--- src/rtl/row_sequencer.sv ---
// row_sequencer: issues operand beats to a 3-MAC row element and sums its results into one row dot-product
// Ports: clk/rst (async, active-low); in_* operand beat valid/ready input; row_* start/operands/results/done
// toward the row element; out_* valid/ready row total and beat count; err sticky flag, err_clr clears it.
// Build option: define SEQ_SATURATE_EN to saturate the accumulator instead of wrapping modulo 2^ACCW.
module row_sequencer #(
  parameter int DW      = 16,
  parameter int ACCW    = 40,
  parameter int CNTW    = 8,
  parameter int TIMEOUT = 64
) (
  input  logic              clk,
  input  logic              rst,
  input  logic              in_valid,
  output logic              in_ready,
  input  logic              in_last,
  input  logic [DW-1:0]     in_x0,
  input  logic [DW-1:0]     in_x1,
  input  logic [DW-1:0]     in_x2,
  input  logic [DW-1:0]     in_w0,
  input  logic [DW-1:0]     in_w1,
  input  logic [DW-1:0]     in_w2,
  output logic              row_start,
  output logic [DW-1:0]     row_x0,
  output logic [DW-1:0]     row_x1,
  output logic [DW-1:0]     row_x2,
  output logic [DW-1:0]     row_w0,
  output logic [DW-1:0]     row_w1,
  output logic [DW-1:0]     row_w2,
  output logic [2*DW-1:0]   row_acc_in,
  input  logic [2*DW-1:0]   row_acc0,
  input  logic [2*DW-1:0]   row_acc1,
  input  logic [2*DW-1:0]   row_acc2,
  input  logic              row_done,
  output logic              out_valid,
  input  logic              out_ready,
  output logic [ACCW-1:0]   out_sum,
  output logic [CNTW-1:0]   out_beats,
  output logic              err,
  input  logic              err_clr
);
  localparam int TW = $clog2(TIMEOUT + 1);
`ifdef SEQ_SATURATE_EN
  localparam int XW = ACCW + 2;
`else
  localparam int XW = ACCW;
`endif
  typedef enum logic [2:0] {IDLE, ISSUE, WAIT, OUTPUT, ERROR} state_t;
  state_t          state;
  logic [ACCW-1:0] sum;
  logic [CNTW-1:0] count;
  logic            armed;
  logic            last_q;
  logic [TW-1:0]   timer;
  logic [XW-1:0]   nxt;
  logic [ACCW-1:0] sum_nxt;
  logic [CNTW-1:0] cnt_nxt;
  logic            ovf;
  assign nxt = XW'($signed(sum)) + XW'($signed(row_acc0)) + XW'($signed(row_acc1)) + XW'($signed(row_acc2));
`ifdef SEQ_SATURATE_EN
  // the top three bits agree only when the true total still fits in ACCW signed bits
  assign sum_nxt = (nxt[XW-1:ACCW-1] == '0 || nxt[XW-1:ACCW-1] == '1) ? nxt[ACCW-1:0]
                                                                         : {nxt[XW-1], {(ACCW-1){~nxt[XW-1]}}};
`else
  assign sum_nxt = nxt;
`endif
  assign cnt_nxt    = count + 1'b1;
  // a row that would fill the counter is closed early and flagged
  assign ovf        = (&cnt_nxt) && !last_q;
  assign row_acc_in = '0;
  assign out_sum    = sum;
  assign out_beats  = count;
  always_ff @(posedge clk or negedge rst) begin
    if (!rst) begin
      state     <= IDLE;
      sum       <= '0;
      count     <= '0;
      armed     <= 1'b0;
      last_q    <= 1'b0;
      timer     <= '0;
      in_ready  <= 1'b0;
      row_start <= 1'b0;
      out_valid <= 1'b0;
      err       <= 1'b0;
      row_x0    <= '0;
      row_x1    <= '0;
      row_x2    <= '0;
      row_w0    <= '0;
      row_w1    <= '0;
      row_w2    <= '0;
    end else begin
      row_start <= 1'b0;
      case (state)
        IDLE: begin
          in_ready <= 1'b1;
          if (in_valid && in_ready) begin
            row_x0    <= in_x0;
            row_x1    <= in_x1;
            row_x2    <= in_x2;
            row_w0    <= in_w0;
            row_w1    <= in_w1;
            row_w2    <= in_w2;
            last_q    <= in_last;
            in_ready  <= 1'b0;
            row_start <= 1'b1;
            state     <= ISSUE;
          end
        end
        ISSUE: begin
          // a done already high at start is stale and must be seen low before it counts
          armed <= ~row_done;
          timer <= '0;
          state <= WAIT;
        end
        WAIT: begin
          if (armed && row_done) begin
            sum   <= sum_nxt;
            count <= cnt_nxt;
            if (last_q || ovf) begin
              out_valid <= 1'b1;
              state     <= OUTPUT;
              if (ovf) err <= 1'b1;
            end else begin
              in_ready <= 1'b1;
              state    <= IDLE;
            end
          end else begin
            if (!row_done) armed <= 1'b1;
            timer <= timer + 1'b1;
            if (timer == TW'(TIMEOUT - 1)) begin
              err   <= 1'b1;
              state <= ERROR;
            end
          end
        end
        OUTPUT: begin
          if (out_ready) begin
            sum       <= '0;
            count     <= '0;
            out_valid <= 1'b0;
            in_ready  <= 1'b1;
            state     <= IDLE;
          end
        end
        ERROR: begin
          if (err_clr) begin
            err      <= 1'b0;
            sum      <= '0;
            count    <= '0;
            in_ready <= 1'b1;
            state    <= IDLE;
          end
        end
        default: state <= IDLE;
      endcase
    end
  end
endmodule

--- config.mk ---
export PLATFORM = sky130hd
export DESIGN_NAME = row_sequencer
export DESIGN_NICKNAME = d
export VERILOG_FILES = /design/src/rtl/row_sequencer.sv
export SDC_FILE = /design/constraint.sdc
export NUM_CORES = 1
export LEC_CHECK = 0
export ABC_AREA = 1
export CAP_MARGIN = 25
export CORE_MARGIN = 2
export CORE_UTILIZATION = 51
export CTS_BUF_LIST = sky130_fd_sc_hd__clkbuf_16
export DETAILED_ROUTE_END_ITERATION = 12
export PLACE_DENSITY = 0.86
export SYNTH_ARGS = -nofsm -noshare
export SYNTH_HDL_FRONTEND = slang
export SYNTH_SLANG_ARGS = --single-unit
--- constraint.sdc ---
create_clock -name clk -period 7.3 [get_ports clk]
set_input_delay 1.46 -clock clk [delete_from_list [all_inputs] [get_ports clk]]
set_output_delay 1.46 -clock clk [all_outputs]
set_load 0.02 [all_outputs]
Yosys cells after proc, flatten, opt, wreduce, memory -nomap -nowiden:

Cells that the tools add are included.

* flip-flop bits (word level): 160
* input bits: 199
* word-level logic and storage cells: 96

* add/sub/neg operators: 5
* equal/unequal tests: 16
* multiplexer cells: 38
* bitwise logic cells: 1
* reduce and logical (&&, ||, !) cells: 20

Operators by type and width (count)
* adder 40 x 32 -> 40 bit: 3
* 2-to-1 mux 40 bit: 3
* one-hot mux 40 bit (3 select lines): 1
* 2-to-1 mux 8 bit: 3
* one-hot mux 8 bit (3 select lines): 1
* 2-to-1 mux 1 bit: 17
* != test 2 bit, second input constant: 8
* 2-to-1 mux 3 bit: 5
* one-hot mux 3 bit (5 select lines): 1
* one-hot mux 7 bit (2 select lines): 1
* AND reduction 4 bit: 3
* AND reduction 5 bit: 2
* != test 3 bit, second input constant: 3
* adder 8 x 1 -> 8 bit, second input constant: 1
* AND reduction 8 bit: 1
* adder 7 x 1 -> 7 bit, second input constant: 1
* == test 7 x 6 -> 1 bit, second input constant: 1
* 2-to-1 mux 7 bit: 1
* == test 3 x 2 -> 1 bit, second input constant: 2
* one-hot mux 1 bit (2 select lines): 3
* nonzero test 2 bit: 3
* one-hot mux 1 bit (4 select lines): 1
* AND reduction 2 bit: 2
* nonzero test 4 bit: 1
* 10 further kinds: 12

Logic depth before layout (Yosys ltp):

Gate-level depths: netlist of run 1.

* depth in word-level cells: 7
* depth in mapped cells: 18

Worst setup path before layout of run 1:

No wires, ideal clock.

* kind: input-to-reg
* from: input port row_acc0[1]
* to: register sum[25] (netlist: out_sum[25])
* library setup time: 118 ps
* arrival: 3977 ps
* data required time: 7182 ps
* setup slack: 3205 ps
* stages on the path: 16
* path buffers: 0
* path through: inv_1 -> fa_1 -> fa_1 -> inv_1 -> ha_1 -> fa_1 -> nand3_1 -> nand3_1 -> nand2_1 -> nand3_1 -> nand2_1 -> nand2_1 -> nand2_1 -> nand3b_1 -> nand3_1 -> nand2_1

* cells in the longest elaborated chain, start to end: 5

RTL lines
* from (decl): line 30 `input logic [2*DW-1:0] row_acc0,`
* adder 40 x 32 -> 40 bit (3 in a row): line 58 `assign nxt = XW'($signed(sum)) + XW'($signed(row_acc0)) + XW'($signed(row_acc1)) + XW'($signed(row_acc2));`
* 2-to-1 mux 40 bit: line 115 `if (armed && row_done) begin`
* one-hot mux 40 bit (3 select lines): line 92 `case (state)`
* to (signal assigned): line 116 `sum <= sum_nxt;`
* to (decl): line 49 `logic [ACCW-1:0] sum;`

Every way passes these cells. The select of a mux whose other input is x is not followed.
A chain may end at the register's enable or synchronous reset.

Worst setup path after layout of run 1:

* from: input port row_acc0[1]
* to: register sum[33] (netlist: out_sum[33])

Same word-level chain as after synthesis.

==> results of run 1 <==
-- critical path, cell delays in order --
cell,delay [ns]
clkdlybuf4s50_1,0.45
inv_1,0.05
fa_1,0.50
fa_1,0.52
inv_1,0.04
ha_1,0.25
fa_1,0.46
nand3_1,0.11
nand3_1,0.16
nand2_1,0.10
nand3_1,0.17
nand2_1,0.15
nand2_1,0.14
nand2_1,0.16
nand3_1,0.09
nand3_1,0.09
nand2_1,0.06
-- cells in the mapped netlist --
cell type | n | area share (%)
buf_4 | 34 | 2.2
o21bai_1 | 2 | 0.13
and2_1 | 2 | 0.11
xor2_1 | 4 | 0.31
nor3_2 | 2 | 0.18
inv_2 | 7 | 0.23
or2_4 | 1 | 0.077
or2_1 | 1 | 0.055
o211ai_1 | 1 | 0.066
nor3_1 | 11 | 0.48
nor2_2 | 2 | 0.11
buf_2 | 19 | 0.84
nand3_1 | 53 | 2.3
nor2_1 | 103 | 3.4
a21oi_1 | 50 | 2.2
dfrtp_1 | 160 | 35
nand3b_1 | 7 | 0.46
fa_1 | 71 | 13
nand2_2 | 1 | 0.055
nor2_4 | 2 | 0.20
nand3_2 | 1 | 0.088
o21ai_1 | 4 | 0.18
o21ai_0 | 44 | 1.9
inv_1 | 300 | 9.9
clkbuf_1 | 8 | 0.26
ha_1 | 43 | 4.7
o22ai_1 | 12 | 0.66
a22o_1 | 1 | 0.077
a32o_1 | 1 | 0.088
conb_1 | 1 | 0.033
nand4_1 | 1 | 0.055
nand2_1 | 613 | 20
xnor2_1 | 6 | 0.46
-- power by group --
| group | total [mW] | switching (mW) | internal [mW] |
|---|---|---|---|
| Clock | 0.911 | 0.449 | 0.462 |
| Combinational | 3.61 | 2.25 | 1.36 |
| Sequential | 1.44 | 0.212 | 1.23 |
-- stage by stage --
| stage | cells | instance area (µm²) | util (%) |
|---|---|---|---|
| after global routing | 2201 | 15600 | 71.3 |
| after detailed placement | 2168 | 14900 | 68.5 |
| after CTS | 2200 | 15500 | 71.2 |
| after global placement | 2168 | 14900 | 68.5 |
| after floorplan | 1599 | 11500 | - |
| final | 2201 | 15600 | 71.3 |
-- kinds of logic (layout without fill, tap and decap cells) --
family / Yosys count / after routing / share of synthesized area [%]
AND/OR/NAND/NOR: 800 / 800 / 27.9
buffers and inverters: 368 / 690 / 13.5
flip-flops: 160 / 160 / 35.2
AO/OA/AOI/OAI: 115 / 115 / 5.34
adder cells (fa/ha/maj): 114 / 114 / 17.2
XOR/XNOR: 10 / 10 / 0.771
other: 1 / 32 / 0.0330
-- cell type report --
class	count	area, µm²
clock inverters	15	164
repair buffers	351	3520
flip-flops and latches	160	4000
inverters	307	1150
fillers	1763	6260
clock buffers	17	425
well taps	280	350
multi-input cells	1071	5950
-- layer usage --
layer / track usage (%) / vias to the layer above / share of wire (%) / wire length [µm]
li1: - / 5283 / - / -
met1: 33.4 / 4954 / 38 / 12900
met2: 51.9 / 382 / 50 / 17100
met3: 9.27 / 83 / 8.4 / 2890
met4: 12.7 / 0 / 4.1 / 1420
met5: 0 / - / 0 / 0
-- cells in the final DEF, fill, tap and decap left out, types with 2 or more instances in the layout --
master           instances
a21oi_1                 50
and2_1                   2
buf_4                    4
clkbuf_16               17
clkdlybuf4s50_1        345
clkinv_4                 2
clkinv_8                 3
conb_1                  32
dfrtp_1                160
fa_1                    71
ha_1                    43
inv_1                  300
inv_2                    7
inv_6                    3
inv_8                    6
nand2_1                613
nand3_1                 53
nand3b_1                 7
nor2_1                 102
nor2_2                   2
nor2_4                   3
nor3_1                  11
nor3_2                   2
o21ai_0                 44
o21ai_1                  4
o21bai_1                 2
o22ai_1                 12
xnor2_1                  6
xor2_1                   4
-- flip-flops by register name, indices dropped and copies added, names as in the netlist, 3 cells and up --
| name | flops |
|---|---|
| out_beats | 8 |
| out_sum | 40 |
| row_w0 | 16 |
| row_w1 | 16 |
| row_w2 | 16 |
| row_x0 | 16 |
| row_x1 | 16 |
| row_x2 | 16 |
| state | 3 |
| timer | 7 |
-- worst max path at each step --
stage | slack (ns) | endpoint | from | depth (start not counted)
finish | 2.64 | out_sum[33] | row_acc0[1] | 17
global route | 2.45 | out_sum[33] | row_acc0[1] | 17
CTS | 2.70 | out_sum[33] | row_acc0[1] | 17
detailed placement | 2.22 | out_sum[33] | row_acc0[1] | 17
global placement | 2.25 | out_sum[33] | row_acc0[1] | 17
floorplan | 3.21 | out_sum[25] | row_acc0[1] | 16
==> flow_summary.json, run 1 <==
{
  "outcome": "finished, final reports clean",
  "syn_avg_cell_area_um2": 7.24,
  "power.total_mw": 5.97,
  "antenna_left": 0,
  "cts_hold_buf": 0,
  "setup_viol": 0,
  "r2r_slack_ns": 4.25,
  "cp.required_ns": 7.62,
  "cts.sinks": 160,
  "first_global_vias": 11000,
  "die_x_um": 153,
  "power.leakage_nw": 8.26,
  "maxSlewViolCount": 0,
  "detail_route.wirelength_mm": 34.4,
  "vias": 10700,
  "syn_inst": 1568,
  "r2r.worst_path.cells": 15,
  "min_period_ns": 4.66,
  "ys_seq_area_share_pct": 35.2,
  "setup_ws_ns": 2.64,
  "powerDensity_nw_per_um2": 383,
  "grt_pass1_wl_mm": 55.5,
  "cp-start-kind": "primary input",
  "layout-area-overhead-vs-synth_pct": 37.0,
  "synth_seq_cells": 160,
  "num_io_pins": 379,
  "antenna_found_initial": 0,
  "cts_buffers": 17,
  "avgRoutedWirePerCell_um": 15.6,
  "slew_headroom_pct": 34.4,
  "worst-path-max-fanout": 4,
  "port-buffer-count": 346,
  "fp.dieH_um": 153,
  "gp_congestion": 0.953,
  "min_to": "row_x0[4]",
  "die_area_um2": 23500,
  "clkLatencyLatePin_ns": 0.44,
  "grt-ovfl-total": 0,
  "fmax_ghz": 0.215,
  "cts_tree": "done",
  "r2r_start": "out_sum[1]",
  "first_pass_iters": 5,
  "grt_max_degree": 103,
  "r2r_end": "out_sum[33]",
  "tightest_slew_ns": 0.984,
  "cts_setup_buffers": 0,
  "whs_path_depth": 2,
  "htree_levels": 4,
  "dr.first_iter.drc_count": 455,
  "rows": 54,
  "cp.arrival_ns": 4.98,
  "rsz0062_at_grt": "no",
  "pre_cts_slack_ns": 2.22,
  "drcViolationCount": 0,
  "drive_gt1_share_pct": 2.81,
  "tns_ns": 0,
  "netlist_area_um2": 11400,
  "path_clk_slew_ns": 0.07,
  "finClkSkew_ns": 0.0148,
  "synth.distinct_cells": 33,
  "cts_resized": 0,
  "cts_buffer_depth": 2,
  "cts_root_buffer": "clkbuf_16",
  "min_period_over_period_pct": 63.8,
  "final_nets": 2221,
  "core_um2": 21800,
  "gr-usage-all-layers_pct": 29.7,
  "ir_worst_vdd_mv": 0.237,
  "min_path_type": "reg -> reg",
  "maxCapViolCount": 0,
  "vias_per_cell": 4.86,
  "min_from": "row_x0[4]",
  "dp_hpwl_mm": 27.0,
  "hold_viol": 0,
  "start_util_pct": 52.1,
  "synth_warnings": 0,
  "endpoint_kind": "flip-flop",
  "fin_hold_ws_ns": 0.472,
  "critPathKind": "in -> reg",
  "diodes": 0
}
No activity file was read; power rests on OpenSTA's default activity.
==> run 2, diff against run 1 <==
- CORE_UTILIZATION: 51 -> 47
- PLACE_DENSITY: 0.86 -> 0.8
- clock period: 7.3 -> 4.9 ns (I/O delays scaled with it)
==> flow_summary.json, run 2 (same netlist as run 1, synthesis figures left out) <==
{
  "clkLatencyLatePin_ns": 0.44,
  "grt-ovfl-total": 0,
  "htree_levels": 4,
  "diodes": 0,
  "min_path_type": "reg -> reg",
  "first_pass_iters": 6,
  "tns_ns": 0,
  "fp.dieH_um": 159,
  "r2r_end": "out_sum[13]",
  "cts_root_buffer": "clkbuf_16",
  "endpoint_kind": "flip-flop",
  "slew_headroom_pct": 46.9,
  "dr.first_iter.drc_count": 583,
  "fin_cells": 2241,
  "cts.sinks": 160,
  "r2r_start": "out_sum[1]",
  "post_dp_cell_area_um2": 15000,
  "cp.required_ns": 5.19,
  "path_clk_slew_ns": 0.07,
  "cts_hold_buf": 0,
  "cts_resized": 0,
  "final_common_cell": "nand2_1",
  "port-buffer-count": 346,
  "fillCellCount": 2126,
  "die_area_um2": 25400,
  "seq_area_um2": 4000,
  "start_util_pct": 48.1,
  "busiest_layer": "met2",
  "cts_buffer_depth": 2,
  "finClkSkew_ns": 0.0138,
  "final_cell_mix": "nand2_1, clkdlybuf4s50_1, inv_1, dfrtp_1, nor2_1",
  "antenna_left": 0,
  "rows": 56,
  "power.leakage_nw": 8.27,
  "setup_viol": 0,
  "vias_per_cell": 4.74,
  "cts_tree": "done",
  "tightest_slew_ns": 0.796,
  "cts_setup_buffers": 0,
  "min_period_over_period_pct": 84.9,
  "num_io_pins": 379,
  "outcome": "finished, final reports clean",
  "core_um2": 23600,
  "layout-area-overhead-vs-synth_pct": 37.6,
  "fmax_ghz": 0.240,
  "powerDensity_nw_per_um2": 567,
  "vias": 10600,
  "hold_viol": 0,
  "multi_input_area_um2": 5950,
  "maxCapViolCount": 0,
  "min_to": "row_x1[5]",
  "maxSlewViolCount": 0,
  "drcViolationCount": 0,
  "min_from": "row_x1[5]",
  "largest_reg_flops": 40,
  "gp_congestion": 0.960,
  "cp-start-kind": "primary input",
  "met2_usage_pct": 47.2,
  "detail_route.wirelength_mm": 33.6,
  "die_x_um": 159,
  "crit_start": "row_acc0[1]",
  "antenna_found_initial": 0,
  "use_met3_pct": 7.50,
  "dp_hpwl_mm": 27.2,
  "grtUsageMet1_pct": 31.0,
  "min_period_ns": 4.16,
  "dpl.cell_count": 2209,
  "first_global_vias": 10900,
  "worst-path-max-fanout": 4,
  "gr-usage-all-layers_pct": 26.9,
  "rsz0062_at_grt": "no",
  "drive_gt1_share_pct": 2.91,
  "grt_pass1_wl_mm": 54.8,
  "cts_buffers": 17,
  "r2r.worst_path.cells": 13,
  "r2r_slack_ns": 1.86,
  "grt_max_degree": 82,
  "ir_worst_vdd_mv": 0.382,
  "final_core_util_pct": 66.2,
  "cp.arrival_ns": 4.45,
  "critPathKind": "in -> reg",
  "design_area_um2": 15600,
  "avgRoutedWirePerCell_um": 15.0,
  "final_nets": 2222,
  "whs_path_depth": 2
}
==> run 2: cell types whose count changed in the layout (fill, tap and decap cells not counted) <==
cell,before,now
clkinv_4,2,0
inv_8,6,8
buf_12,0,1
buf_16,1,0
buf_4,4,5
clkinv_1,1,0
clkinv_2,0,1
inv_12,0,1
inv_6,3,2
==> run 2: power breakdown <==
| group | leakage (nW) | switching, mW | internal, mW |
|---|---|---|---|
| Clock | 0.299 | 0.687 | 0.699 |
| Sequential | 2.05 | 0.312 | 1.84 |
| Combinational | 5.92 | 3.31 | 2.02 |
==> run 2: cell type report <==
cell class	instances	area share, %
Tap cell	319	2.55
Sequential cell	160	25.6
Inverter	307	7.37
Clock inverter	15	1.14
Clock buffer	17	2.72
Timing Repair Buffer	352	22.5
Multi-Input combinational cell	1071	38.1
==> run 2: worst max-delay path, cell delays in order <==
cell and delay [ns]:
clkdlybuf4s50_1 0.45, inv_1 0.05, fa_1 0.50, fa_1 0.51, inv_1 0.04, ha_1 0.26
fa_1 0.46, nand3_1 0.12, nand3_1 0.17, nand2_1 0.10, nand3_1 0.17, nand2_1 0.12
nand2_1 0.09, o21ai_0 0.30, o21ai_0 0.13
==> run 2: worst max path at each step <==
stage                       end  slack [ns]
detailed placement  out_sum[13]        0.33
global placement    out_sum[13]        0.34
floorplan           out_sum[25]        1.29
global route        out_sum[39]        0.54
CTS                 out_sum[39]        0.78
finish              out_sum[13]        0.74
==> run 2: per-layer routing <==
metal  wire [µm]  vias up
li1            -     5271
met5           0        -
met3        2840       72
met2       16600      385
met4        1350        0
met1       12800     4888
==> run 2: stage by stage <==
| stage | worst slack, ns | hold slack (ns) | power [mW] |
|---|---|---|---|
| floorplan | 1.29 | 0.440 | 5.43 |
| global placement | 0.343 | 0.452 | 7.38 |
| detailed placement | 0.328 | 0.457 | 7.49 |
| CTS | 0.779 | 0.476 | 8.91 |
| global route | 0.544 | 0.492 | 9.60 |
| finish | 0.739 | 0.469 | 8.87 |
